===== src/rtl/mem_port_arbiter_pkg.sv =====
// Shared encodings for the fetch/memory-stage RAM port arbiter.
// State and owner enums used by the arbiter top and its bench.
package mem_port_arbiter_pkg;

  typedef enum logic [1:0] {
    ARB_RUN   = 2'd0,
    ARB_LOAD  = 2'd1,
    ARB_DRAIN = 2'd2
  } arb_state_e;

  typedef enum logic [1:0] {
    OWN_NONE = 2'd0,
    OWN_IF   = 2'd1,
    OWN_MEM  = 2'd2
  } owner_e;

  localparam int ARB_DATA_W_DEF     = 32;
  localparam int ARB_ADDR_W_DEF     = 7;
  localparam int ARB_STARVE_MAX_DEF = 3;

endpackage


===== src/rtl/mem_port_arbiter_starve_counter.sv =====
// Saturating fetch-denial counter: clear wins over increment, holds at MAX.
// Registered output, no backpressure.
module arb_starve_counter #(
  parameter int MAX = 3,
  parameter int W   = $clog2(MAX + 1)
) (
  input  logic         clock,
  input  logic         reset,
  input  logic         clr_i,
  input  logic         inc_i,
  output logic [W-1:0] cnt_o
);

  logic [W-1:0] cnt_q, cnt_d;

  always_comb begin
    cnt_d = cnt_q;
    if (clr_i) begin
      cnt_d = '0;
    end else if (inc_i && (cnt_q != W'(MAX))) begin
      cnt_d = cnt_q + W'(1);
    end
  end

  always_ff @(posedge clock or negedge reset) begin
    if (!reset) begin
      cnt_q <= '0;
    end else begin
      cnt_q <= cnt_d;
    end
  end

  assign cnt_o = cnt_q;

endmodule


===== src/rtl/mem_port_arbiter.sv =====
// Single-port RAM arbiter between fetch (read) and memory stage (read/write), grants combinational.
// Read data returns one cycle after grant; losers see no grant and must hold their request.
module mem_port_arbiter
  import mem_port_arbiter_pkg::*;
#(
  parameter int DATA_W     = ARB_DATA_W_DEF,
  parameter int ADDR_W     = ARB_ADDR_W_DEF,
  parameter int STARVE_MAX = ARB_STARVE_MAX_DEF
) (
  input  logic              clock,
  input  logic              reset,
  input  logic              ram_load,
  input  logic              if_req,
  input  logic [ADDR_W-1:0] if_addr,
  output logic              if_gnt,
  output logic              if_rvalid,
  output logic [DATA_W-1:0] if_rdata,
  output logic              fetch_stall,
  input  logic              mem_req,
  input  logic              mem_wre,
  input  logic [ADDR_W-1:0] mem_addr,
  input  logic [DATA_W-1:0] mem_wdata,
  output logic              mem_gnt,
  output logic              mem_rvalid,
  output logic [DATA_W-1:0] mem_rdata,
  output logic [ADDR_W-1:0] ram_addr,
  output logic              ram_wre,
  output logic [DATA_W-1:0] ram_wdata,
  input  logic [DATA_W-1:0] ram_rdata
);

  localparam int SW = $clog2(STARVE_MAX + 1);

  arb_state_e        state_q, state_d;
  owner_e            owner;
  owner_e            rd_owner_q, rd_owner_d;
  logic [DATA_W-1:0] if_rdata_q, mem_rdata_q;
  logic [SW-1:0]     starve_cnt;
  logic              grant_ok;
  logic              fetch_first;

  always_comb begin
    state_d = state_q;
    case (state_q)
      ARB_RUN:   if (ram_load)  state_d = ARB_LOAD;
      ARB_LOAD:  if (!ram_load) state_d = ARB_DRAIN;
      ARB_DRAIN: state_d = ARB_RUN;
      default:   state_d = ARB_RUN;
    endcase
  end

  always_ff @(posedge clock or negedge reset) begin
    if (!reset) begin
      state_q <= ARB_RUN;
    end else begin
      state_q <= state_d;
    end
  end

  // Reset is folded in so nothing is granted while reset is held.
  assign grant_ok    = reset && (state_q == ARB_RUN) && !ram_load;
  assign fetch_first = (starve_cnt == SW'(STARVE_MAX));

  always_comb begin
    owner = OWN_NONE;
    if (grant_ok) begin
      if (if_req && (!mem_req || fetch_first)) begin
        owner = OWN_IF;
      end else if (mem_req) begin
        owner = OWN_MEM;
      end
    end
  end

  assign if_gnt      = (owner == OWN_IF);
  assign mem_gnt     = (owner == OWN_MEM);
  assign fetch_stall = if_req && !if_gnt;

  always_comb begin
    ram_addr = '0;
    if (if_gnt) begin
      ram_addr = if_addr;
    end else if (mem_gnt) begin
      ram_addr = mem_addr;
    end
  end

  assign ram_wre   = mem_gnt && mem_wre;
  assign ram_wdata = mem_wdata;

  arb_starve_counter #(
    .MAX (STARVE_MAX),
    .W   (SW)
  ) u_starve (
    .clock (clock),
    .reset (reset),
    .clr_i (if_gnt),
    .inc_i (fetch_stall),
    .cnt_o (starve_cnt)
  );

  always_comb begin
    rd_owner_d = OWN_NONE;
    if (if_gnt) begin
      rd_owner_d = OWN_IF;
    end else if (mem_gnt && !mem_wre) begin
      rd_owner_d = OWN_MEM;
    end
  end

  always_ff @(posedge clock or negedge reset) begin
    if (!reset) begin
      rd_owner_q  <= OWN_NONE;
      if_rdata_q  <= '0;
      mem_rdata_q <= '0;
    end else begin
      rd_owner_q <= rd_owner_d;
      if (if_rvalid)  if_rdata_q  <= ram_rdata;
      if (mem_rvalid) mem_rdata_q <= ram_rdata;
    end
  end

  assign if_rvalid  = (rd_owner_q == OWN_IF);
  assign mem_rvalid = (rd_owner_q == OWN_MEM);

  // RAM data is live in the return cycle; the register keeps it afterwards.
  assign if_rdata  = if_rvalid  ? ram_rdata : if_rdata_q;
  assign mem_rdata = mem_rvalid ? ram_rdata : mem_rdata_q;

endmodule

===== config.mk =====
export PLATFORM = sky130hd
export DESIGN_NAME = mem_port_arbiter
export DESIGN_NICKNAME = d
export VERILOG_FILES = /design/src/rtl/mem_port_arbiter_pkg.sv /design/src/rtl/mem_port_arbiter_starve_counter.sv /design/src/rtl/mem_port_arbiter.sv
export SDC_FILE = /design/constraint.sdc
export NUM_CORES = 1
export LEC_CHECK = 0
export ABC_AREA = 0
export BUFFER_PORTS_ARGS = -buffer_cell sky130_fd_sc_hd__clkbuf_2
export CORE_MARGIN = 4
export CORE_UTILIZATION = 34
export CTS_BUF_LIST = sky130_fd_sc_hd__clkbuf_8
export DETAILED_ROUTE_END_ITERATION = 6
export GPL_TIMING_DRIVEN = 1
export PLACE_DENSITY = 0.76
export SETUP_SLACK_MARGIN = 0.2
export SYNTH_ARGS = -nofsm -noshare
export SYNTH_HDL_FRONTEND = slang
export SYNTH_HIERARCHICAL = 1
export SYNTH_SLANG_ARGS = --single-unit

===== constraint.sdc =====
create_clock -name clock -period 4.9 [get_ports clock]
set_input_delay 0.49 -clock clock [delete_from_list [all_inputs] [get_ports clock]]
set_output_delay 0.49 -clock clock [all_outputs]
set_load 0.01 [all_outputs]

==> metrics.md, run 1 <==
| Metric | Value |
|---|---|
| Status | finished, final reports clean |
| Tightest slew margin relative to the limit | 0.183 |
| Total number of clock tree sinks | 70 |
| Floorplan die height | 107 um |
| Max Fanout on Critical Path | 17 |
| Setup violators final | 0 |
| Highest-count cells in the layout ignoring fill and taps | clkbuf_2, dfrtp_1, mux2_4, nand2_1, clkbuf_8 |
| Net count after synthesis | 313 |
| Floorplan core area | ~9700 um^2 |
| Total wire length | 7380 um |
| Average wire per cell in the routed design | 16.0 um |
| Endpoint of the worst-slack reg-to-reg timing path | u_starve/cnt_o[0] |
| Yosys Warn Count | 6 |
| Commonest non-fill, non-tap cell in the layout | clkbuf_2 |
| Site row count | 36 |
| Critical-path top delay cell | nor2b_4 |
| Vias in the first global route | 2263 |
| Min-Delay Path Class | in -> reg |
| Yosys reg bits | 70 |
| Clock slew at the register clock pins of the worst setup and hold paths | 0.07 ns |
| Hold Path Sink | state_q[1] |
| Antenna diode instance count | 0 |
| Quantity of I/O buffers inserted on ports | around 130 |
| Global placer's final weighted congestion | roughly 0.7 |
| Remaining global-route overflow | 0 |
| Area enclosed by the die boundary | 11500 um^2 |
| Maximum single-stage delay on the critical path | 0.57 ns |
| Io pins | between 150 and 200 |
| Via density per instance | 4.46 |
| Effective utilization at floorplan | 0.347 |
| Largest clock skew in the final design | 0.00729 ns |
| Power dissipated by switching net loads | 0.603 mW |
| Grt peak-use layer | met2 |
| Leak Pwr | 2.15 nW |
| Global Route met2 Usage | 0.220 |
| Shortest clock period the worst path allows after layout | 2.80 ns |
| Pwr dens | between 500 and 600 nW/um^2 |
| Largest net degree at the start of global routing | 71 |
| Post-cts hold buffer count | 0 |
| Number of slew-limit violations in the final report | 0 |
| Post-detail-place hpwl | 5490 um |
| Number of cell instances on the worst register-to-register path | 5 |
| Synth Area per Inst | roughly 15 um^2 |
| Global-route track usage on met1 | 0.150 |
| Antenna violations before repair | 1 |
| Antenna-violating nets left | 0 |
| Cells on Worst Hold Path | 2 |
| Layout cell share with drive strength beyond 1 | 0.650 |
| R2R Path Start | state_q[1] |
| Final hold violation count | 0 |
| First-pass iteration count of the detailed router | 3 |
| Source-to-sink clock delay at the later pin of the worst-skew pair | 0.33 ns |
| CTS HTree Levels | 3 |
| Placed Area | around 3800 um^2 |
| Fmax | 0.357 GHz |
| Launching element type of the critical path | flip-flop |
| Layout net count | 410 |
| Peak ir drop on the vdd network | 0.296 mV |
| Part of the total power dissipated in sequential elements | 0.413 |
| CTS Buffer Depth | 2 |
| Horiz. Die Dim | 107 um |
| Worst hold start | ram_load |
| Comb power frac | 0.366 |
| Inserted Clock Buffers | 9 |
| Synthesized instance count | 228 |
| Combined global-route utilization of all metal layers | 0.133 |
| Switching share of power | 0.298 |
| Type of element capturing the critical path | primary output |
| Arrival time worst endpoint | 2.31 ns |
| Crit path cell chain | nor2b_4 -> buf_4 -> mux2_2 -> clkbuf_2 |
| Drt drc | 0 |
| Internal power summed over all cells | 1.42 mW |
| Transition time of the tightest slew-check pin | 1.23 ns |
| Sequential-to-total area share from yosys stat | 0.522 |
| Type of the worst setup path | reg -> out |
| Area growth, synth to finish | 20.2% |
| Violation count after the first detailed-route iteration | 53 |
| Proportion of power drawn by the clock network | 0.221 |
| Met3 capacity usage during global routing | 0.0570 |
| Resize count post-CTS | 0 |
| TNS Setup | 0 ns |
| Post-CTS repair timing setup buffer count | 0 |
| Global-route wire length before repair | 11900 um |
| TritonCTS clock tree | yes |
| Worst endpoint required time | roughly 4.4 ns |
| R2R setup slack | between 2 and 3 ns |
| Maximum Capacitance Violations | 0 |
| Period utilization | 0.571 |
| Post-route cell area | 4030 um^2 |
| Mapped cell area | ~3400 um^2 |
| Unrepaired setup endpoints after global routing | false |
| Via count of the routed design | 2060 |
| Number of distinct library cell variants in the gate-level netlist after synthesis | 26 |
| CTS root buffer | clkbuf_8 |
==> logic make-up after synthesis <==
logic type	count (synthesis)	share of synthesized area
multiplexers	65	0.284
AND/OR/NAND/NOR	38	0.0689
adder cells (fa/ha/maj)	1	0.00373
buffers and inverters	45	0.104
flip-flops	70	0.522
AO/OA/AOI/OAI	9	0.0179
==> area by class of cell <==
class                   count  area [um^2]
multi-input cells         113         1270
fillers                   917         5650
inverters                   1         3.75
repair buffers            130          656
clock buffers              10          138
well taps                 133          166
clock inverters             5         51.3
flip-flops and latches     70         1750
==> worst max-delay path, delay by kind of cell (launching register included) <==
family | cells | cell delay [ns]
buffers and inverters | 2 | 0.57
AND/OR/NAND/NOR | 1 | 0.57
flip-flops | 1 | 0.42
multiplexers | 1 | 0.40
==> per-stage QoR <==
step                worst slack (ns)  utilization  instances  power [mW]  hold WS [ns]
detailed placement              2.44        0.397        447        1.59         0.463
CTS                             2.05        0.417        462        2.06         0.334
global placement                2.49        0.397        447        1.57         0.459
finish                          2.10        0.417        462        2.02         0.353
floorplan                       2.95            -        228        1.34         0.194
global route                    1.97        0.417        462        2.17         0.338
==> power by group through the flow <==
stage	Sequential [mW]	Clock (mW)	Combinational (mW)
final	0.835	0.447	0.741
after global routing	0.860	0.501	0.806
after detailed placement	0.847	0	0.748
after CTS	0.837	0.471	0.754
after floorplan	0.825	0	0.511
after global placement	0.836	0	0.733
==> cells in the mapped netlist, drive strengths merged <==
library cell,n,area share
nand2b,3,0.0056
and4,1,0.0026
a21boi,1,0.0034
nand2,14,0.016
and3b,1,0.0026
inv,1,0.0011
nor3b,1,0.0022
buf,41,0.099
nor4b,1,0.0045
nor2b,5,0.012
mux2,65,0.28
dfrtp,70,0.52
and2,7,0.013
o22ai,7,0.013
nand4bb,1,0.0034
clkbuf,3,0.0037
and4b,1,0.0030
o21ai,1,0.0015
and3,2,0.0037
ha,1,0.0037
nor2,1,0.0011
==> sequential cells by signal, summed over array words and instances, names as in the netlist <==
| register | count |
|---|---|
| if_rdata_q | 32 |
| mem_rdata_q | 32 |
| rd_owner_q | 2 |
| state_q | 2 |
| u_starve/cnt_o | 2 |
==> per-layer routing <==
metal,vias up,part of all wire
li1,933,-
met1,998,0.39
met2,98,0.49
met3,29,0.099
met4,2,0.025
met5,-,0.0018
==> worst max path at each step <==
stage,start,endpoint
global route,rd_owner_q[0],mem_rdata[18]
detailed placement,rd_owner_q[0],mem_rdata[18]
finish,rd_owner_q[0],mem_rdata[18]
global placement,rd_owner_q[0],mem_rdata[18]
floorplan,mem_req,u_starve/cnt_o[0]
CTS,rd_owner_q[0],mem_rdata[18]
No activity file was read; power rests on OpenSTA's default activity.
==> run 2, diff against run 1 <==
Settings changed: ABC_AREA 0 to 1, PLACE_DENSITY 0.76 to 0.77.
Clock period 4.9 ns to 2.95 ns, I/O delays scaled along.
==> run 2 against run 1 <==
Effect of this change: routed wire length down 5.8%; register-to-register slack worse by 1.4 ns; non-clock buffer count up 3; critical endpoint is now ram_wre; largest cell class unchanged.
==> metrics.md, run 2 <==
| Metric | Value |
|---|---|
| Yosys Warn Count | 6 (unchanged) |
| Dominant register cell in the synthesized netlist | dfrtp_1 |
| Type of element capturing the critical path | primary output |
| Io pins | 193 (unchanged) |
| Violation count after the first detailed-route iteration | 52 (-1.9%) |
| Final non-filler cell total | 541 (+17%) |
| Source-to-sink clock delay at the later pin of the worst-skew pair | 0.34 ns (about the same) |
| Pwr dens | 891 nW/um^2 (+78%) |
| Number of filler cells placed in the layout | 887 (-3.3%) |
| Fmax | 0.423 GHz |
| CTS root buffer | clkbuf_8 |
| Setup violators final | 0 (unchanged) |
| Drt drc | 0 (unchanged) |
| TritonCTS clock tree | yes |
| Number of distinct library cell variants in the gate-level netlist after synthesis | 21 (-19%) |
| Post-detail-place hpwl | 5270 um (-4.1%) |
| Leak Pwr | 2.19 nW (+1.8%) |
| Layout net count | 513 (+25%) |
| Area growth, synth to finish | 21.6% |
| Layout cell share with drive strength beyond 1 | 0.400 (-0.251) |
| Antenna-violating nets left | 0 (unchanged) |
| Synth area leader | dfrtp_1 |
| CTS Buffer Depth | 2 (unchanged) |
| Highest-count cells in the layout ignoring fill and taps | clkbuf_2, nand2_1, dfrtp_1, inv_1, o21ai_0 |
| Max Fanout on Critical Path | 31 (+14) |
| Tightest slew margin relative to the limit | 0.522 (+0.338) |
| Area enclosed by the die boundary | 10800 um^2 (-6.4%) |
| Site row count | 34 (-5.6%) |
| Number of cell instances on the worst register-to-register path | 4 (-1) |
| Arrival time worst endpoint | 2.07 ns (-0.24 ns) |
| Synth Area per Inst | 9.44 um^2 (-36%) |
| Largest net degree at the start of global routing | 46 (-35%) |
| Total number of clock tree sinks | 70 (unchanged) |
| Global placer's final weighted congestion | 0.687 (-2.6%) |
| Via density per instance | 4.51 (+1.1%) |
| Via count of the routed design | 2439 (+18%) |
| R2R setup slack | 1.37 ns (-1.39 ns) |
| Type of the worst setup path | in -> out |
| Antenna diode instance count | 0 (unchanged) |
| Mapped cell area | 3120 um^2 (-6.9%) |
| Floorplan core area | 8850 um^2 (-8.6%) |
| Resize count post-CTS | 0 (unchanged) |
| Launching element type of the critical path | primary input |
| Quantity of I/O buffers inserted on ports | 128 (unchanged) |
| Post-cts hold buffer count | 1 (+1) |
| Core utilization of the finished layout | 0.429 (+0.0128) |
| Post-CTS repair timing setup buffer count | 0 (unchanged) |
| Status | finished, final reports clean |
| Horiz. Die Dim | 104 um (-3.3%) |
| Worst endpoint required time | 2.65 ns (-1.76 ns) |
| Final hold violation count | 0 (unchanged) |
| Transition time of the tightest slew-check pin | 0.715 ns (-0.510 ns) |
| Floorplan die height | 104 um (-3.3%) |
| Average wire per cell in the routed design | 12.9 um (-20%) |
| Shortest clock period the worst path allows after layout | approximately 2.4 ns |
| First-pass iteration count of the detailed router | 4 (+1) |
| Min-Delay Path Class | in -> reg |
| Remaining global-route overflow | 0 (unchanged) |
| Net count after synthesis | 416 (+33%) |
| Cells on Worst Hold Path | 2 (unchanged) |
| Fraction of registers with async set or reset after synthesis | 1.00 (unchanged) |
| Synthesized instance count | 331 (+45%) |
| Number of flops mapped to enable cells by yosys | 0 (unchanged) |
| Most area-consuming cells after synthesis | dfrtp_1, nand2_1, buf_4 |
| Global-route wire length before repair | 11800 um (-1.2%) |
| Yosys top cell area share | 0.561 (+0.0389) |
| Sequential-to-total area share from yosys stat | 0.561 (+0.0389) |
| Registers with the most flip-flops | if_rdata_q x32, mem_rdata_q x32 |
| Clock slew at the register clock pins of the worst setup and hold paths | 0.06 ns (about the same) |
| Largest clock skew in the final design | 0.0128 ns (+0.00551 ns) |
| Total wire length | 6950 um (-5.8%) |
| # placed instances | 524 (+17%) |
| Effective utilization at floorplan | 0.353 (+0.00644) |
| Yosys reg bits | 70 (unchanged) |
| Maximum Capacitance Violations | 0 (unchanged) |
| Vias in the first global route | 2511 (+11%) |
| Most common library cells after synthesis | nand2_1, dfrtp_1, inv_1, buf_4, o21ai_0 |
| CTS HTree Levels | 3 (unchanged) |
| Unrepaired setup endpoints after global routing | false |
| Peak ir drop on the vdd network | 0.342 mV (+15%) |
| Antenna violations before repair | 0 (-1) |
| Most frequent cell after synthesis | nand2_1 |
| Commonest non-fill, non-tap cell in the layout | clkbuf_2 |
| Combined global-route utilization of all metal layers | 0.133 (about the same) |
| Inserted Clock Buffers | 9 (unchanged) |
| Number of slew-limit violations in the final report | 0 (unchanged) |
| Period utilization | 0.802 |
| TNS Setup | 0 ns (unchanged) |
run 2: cell count changes after synthesis, moves of 6 or more:
cell	change
o21ai_1	+9
o22ai_1	-7
mux2_2	-6
mux2_4	-59
o21ai_0	+31
nand2_1	+63
inv_1	+40
and2_1	-7
o21ai_2	+23
nand3_1	+17
run 2: layout make-up:
class | count | area [um^2] | share of cell area
inverter | 42 | 158 | 0.0415
clock buffer | 9 | 124 | 0.0326
clock inverter | 7 | 67.6 | 0.0178
tap | 108 | 135 | 0.0356
timing repair buffer | 133 | 696 | 0.183
multi-input combinational | 172 | 867 | 0.228
sequential | 70 | 1750 | 0.461
run 2: metrics by stage:
stage | setup WS [ns] | cell area [um^2] | hold WS [ns] | power [mW]
2_1_floorplan | 1.52 | 3120 | -0.000591 | 2.18
3_3_place_gp | 1.03 | 3600 | 0.244 | 2.63
3_5_place_dp | 0.981 | 3600 | 0.250 | 2.69
4_1_cts | 0.545 | 3800 | 0.116 | 3.45
5_1_grt | 0.375 | 3800 | 0.128 | 3.65
6_report | 0.585 | 3800 | 0.139 | 3.38
run 2: final timing paths:
check                                    from               to
worst max register to register  rd_owner_q[0]  mem_rdata_q[11]
worst max-delay path                    reset          ram_wre
max in group asynchronous               reset   mem_rdata_q[6]
worst min-delay path                 ram_load       state_q[1]
min in group asynchronous               reset   mem_rdata_q[4]
worst min register to register     state_q[1]       state_q[0]
run 2: critical path, cell delays in order:
cell and delay [ns]:
dlygate4sd3_1 0.53, buf_4 0.35, nand3_1 0.15, inv_1 0.33, nand2_1 0.16, nor2_1 0.10, clkbuf_2 0.13
run 2: kinds of logic after synthesis:
kind of cell / count (synthesis) / synth area share
AOI/OAI and AO/OA: 67 / 0.137
adders and majority gates: 1 / 0.00400
and+or+nand+nor: 104 / 0.136
buffers and inverters: 89 / 0.163
DFF: 70 / 0.561
run 2: metal layers:
metal,wire (um),up-vias,track usage
met5,0,-,0
met4,165,0,0.0665
met3,548,20,0.0403
met2,3320,104,0.214
met1,2920,1111,0.161
li1,-,1204,-
run 2: where the power goes:
part	internal, mW	total (mW)	leakage, nW	switching [mW]
Clock	0.386	0.736	0.102	0.351
Sequential	1.33	1.44	0.838	0.110
Combinational	0.481	1.21	1.25	0.725
Total	2.20	3.38	2.19	1.19
==> run 3, diff against run 2 <==
Settings changed: PLACE_DENSITY 0.77 to 0.79.
Clock period 2.95 ns to 1.9 ns, I/O delays scaled along.
==> run 3 against run 2 <==
Effect of this change: global-route usage up 1.7 points; cell count is 5.9% higher; register-to-register slack worse by 1.0 ns; highest routed layer unchanged; count of clock-buffer cells in the layout is the same; critical path type is now reg -> out; via count rose by 11%.
==> metrics.md, run 3 (synthesized netlist as in run 2, its figures left out) <==
| Metric | Value |
|---|---|
| Average wire per cell in the routed design | 16.5 um (+28%) |
| Io pins | 193 (unchanged) |
| Transition time of the tightest slew-check pin | 0.852 ns (+0.137 ns) |
| Floorplan die height | 104 um (unchanged) |
| Effective utilization at floorplan | 0.353 (unchanged) |
| Worst hold slack | 0.0261 ns (-0.113 ns) |
| CTS Buffer Depth | 2 (unchanged) |
| Launching element type of the critical path | flip-flop |
| Clock slew at the register clock pins of the worst setup and hold paths | 0.08 ns (+0.02 ns) |
| Peak ir drop on the vdd network | 0.643 mV (+88%) |
| Type of the worst setup path | reg -> out |
| Remaining global-route overflow | 0 (unchanged) |
| Via density per instance | 4.74 (+5.1%) |
| Vias in the first global route | 2690 (+7.1%) |
| Setup violators final | 0 (unchanged) |
| Antenna violations before repair | 0 (unchanged) |
| Status | finished, final reports clean |
| Pwr dens | 1280 nW/um^2 (+43%) |
| Grt peak-use layer | met2 |
| Global Route met2 Usage | 0.264 (+0.0501) |
| Arrival time worst endpoint | 1.69 ns (-0.38 ns) |
| Crit path cell chain | inv_4 -> or2_4 -> buf_4 -> clkbuf_16 -> nand2_1 -> o21ai_2 -> buf_2 |
| Tightest slew margin relative to the limit | 0.432 (-0.0899) |
| Via count of the routed design | 2714 (+11%) |
| Total number of clock tree sinks | 70 (unchanged) |
| Unrepaired setup endpoints after global routing | true |
| Commonest non-fill, non-tap cell in the layout | dfrtp_1 |
| Site row count | 34 (unchanged) |
| Global placer's final weighted congestion | 0.714 (+3.8%) |
| Fmax | 0.531 GHz |
| Area growth, synth to finish | 61.5% |
| Global-route track usage on met1 | 0.158 (-0.00292) |
| Antenna diode instance count | 0 (unchanged) |
| Maximum single-stage delay on the critical path | 0.37 ns (-0.16 ns) |
| Layout cell share with drive strength beyond 1 | 0.647 (+0.248) |
| TritonCTS clock tree | yes |
| Final hold violation count | 0 (unchanged) |
| Critical-path top delay cell | dfrtp_1 |
| Layout net count | 545 (+6.2%) |
| Number of slew-limit violations in the final report | 0 (unchanged) |
| Max Fanout on Critical Path | 9 (-71%) |
| Largest clock skew in the final design | 0.00878 ns (-0.00402 ns) |
| Period utilization | 0.991 |
| Horiz. Die Dim | 104 um (unchanged) |
| Floorplan core area | 8850 um^2 (unchanged) |
| Quantity of I/O buffers inserted on ports | 128 (unchanged) |
| Power consumption | 6.45 mW (+91%) |
| Combined global-route utilization of all metal layers | 0.150 (+0.0174) |
| Inserted Clock Buffers | 9 (unchanged) |
| Post-detail-place hpwl | 5390 um (+2.3%) |
| Met3 capacity usage during global routing | 0.0590 (+0.0186) |
| Violation count after the first detailed-route iteration | 73 (+40%) |
| CTS HTree Levels | 3 (unchanged) |
| Largest net degree at the start of global routing | 70 (+52%) |
| Antenna-violating nets left | 0 (unchanged) |
| Global-route wire length before repair | 13000 um (+9.9%) |
| Highest-count cells in the layout ignoring fill and taps | dfrtp_1, clkbuf_2, buf_2, inv_1, nand2_1 |
| Min-Delay Path Class | in -> reg |
| Worst endpoint required time | 1.71 ns (-0.94 ns) |
| Leak Pwr | 2.58 nW (+17%) |
| Type of element capturing the critical path | primary output |
| Source-to-sink clock delay at the later pin of the worst-skew pair | 0.34 ns (about the same) |
| Drt drc | 0 (unchanged) |
| Area enclosed by the die boundary | 10800 um^2 (unchanged) |
| First-pass iteration count of the detailed router | 5 (+1) |
| Registers with the most flip-flops | if_rdata_q x32, mem_rdata_q x32 |
| CTS root buffer | clkbuf_8 |
| Shortest clock period the worst path allows after layout | 1.88 ns |
| Total wire length | 9430 um (+36%) |
| Maximum Capacitance Violations | 0 (unchanged) |
| R2R setup slack | 0.37 ns (-1.00 ns) |
-- run 3: changes by cell type in the layout (fill, tap and decap cells not counted), moves of 26 or more --
cell / delta
buf_2: +44
clkbuf_2: -63
nand2_1: -43
nand2_2: +26
o21ai_0: -31
o21ai_4: +26
-- run 3: where the power goes --
part | total [mW] | switching, mW | internal (mW)
clock | 1.32 | 0.580 | 0.743
combinational | 2.76 | 1.43 | 1.33
sequential | 2.37 | 0.298 | 2.07
total | 6.45 | 2.31 | 4.14
-- run 3: stage by stage --
step,cells,cell area (um^2),TNS [ns],setup WS (ns),utilization
finish,573,5050,0,0.0171,0.570
global route,573,5050,-0.415,-0.0603,0.570
CTS,555,4220,0,0.0409,0.477
detailed placement,526,3620,0,0.279,0.410
global placement,526,3620,0,0.334,0.410
floorplan,331,3120,0,0.469,-
-- run 3: critical path: cells and delay by family (launching register included) --
kind            cells  cell delay, ns
compound gates      1            0.07
buf+inv             4            0.54
flops               1            0.37
simple gates        2            0.37
-- run 3: layout make-up --
| type | instances | area (um^2) |
|---|---|---|
| Timing Repair inverter | 1 | 7.51 |
| Clock inverter | 7 | 97.6 |
| Timing Repair Buffer | 162 | 1270 |
| Multi-Input combinational cell | 174 | 1490 |
| Fill cell | 737 | 3800 |
| Clock buffer | 9 | 124 |
| Inverter | 42 | 168 |
| Sequential cell | 70 | 1750 |
| Tap cell | 108 | 135 |
-- run 3: worst paths after layout --
kind | start | end | depth (start not counted)
setup reg to reg | rd_owner_q[0] | if_rdata_q[12] | 8
setup / recovery | rd_owner_q[0] | if_rdata[11] | 7
hold reg to reg | if_rdata_q[30] | if_rdata_q[30] | 2
hold / removal | ram_load | state_q[1] | 2
max in group asynchronous | reset | rd_owner_q[1] | 2
min in group asynchronous | reset | if_rdata_q[0] | 2
-- run 3: repair_timing --
action	4_1_cts	5_1_grt
pin swaps	6	16
hold buffers	2	0
hold endpoints to repair	2	0
buffers inserted	8	10
resized for setup	64	212
gates cloned	3	8
setup endpoints to repair	75	75
-- run 3: layer usage --
layer,wire length [um],part of all wire
met5,0,0
met4,270,0.029
met3,658,0.070
met2,5030,0.53
met1,3470,0.37
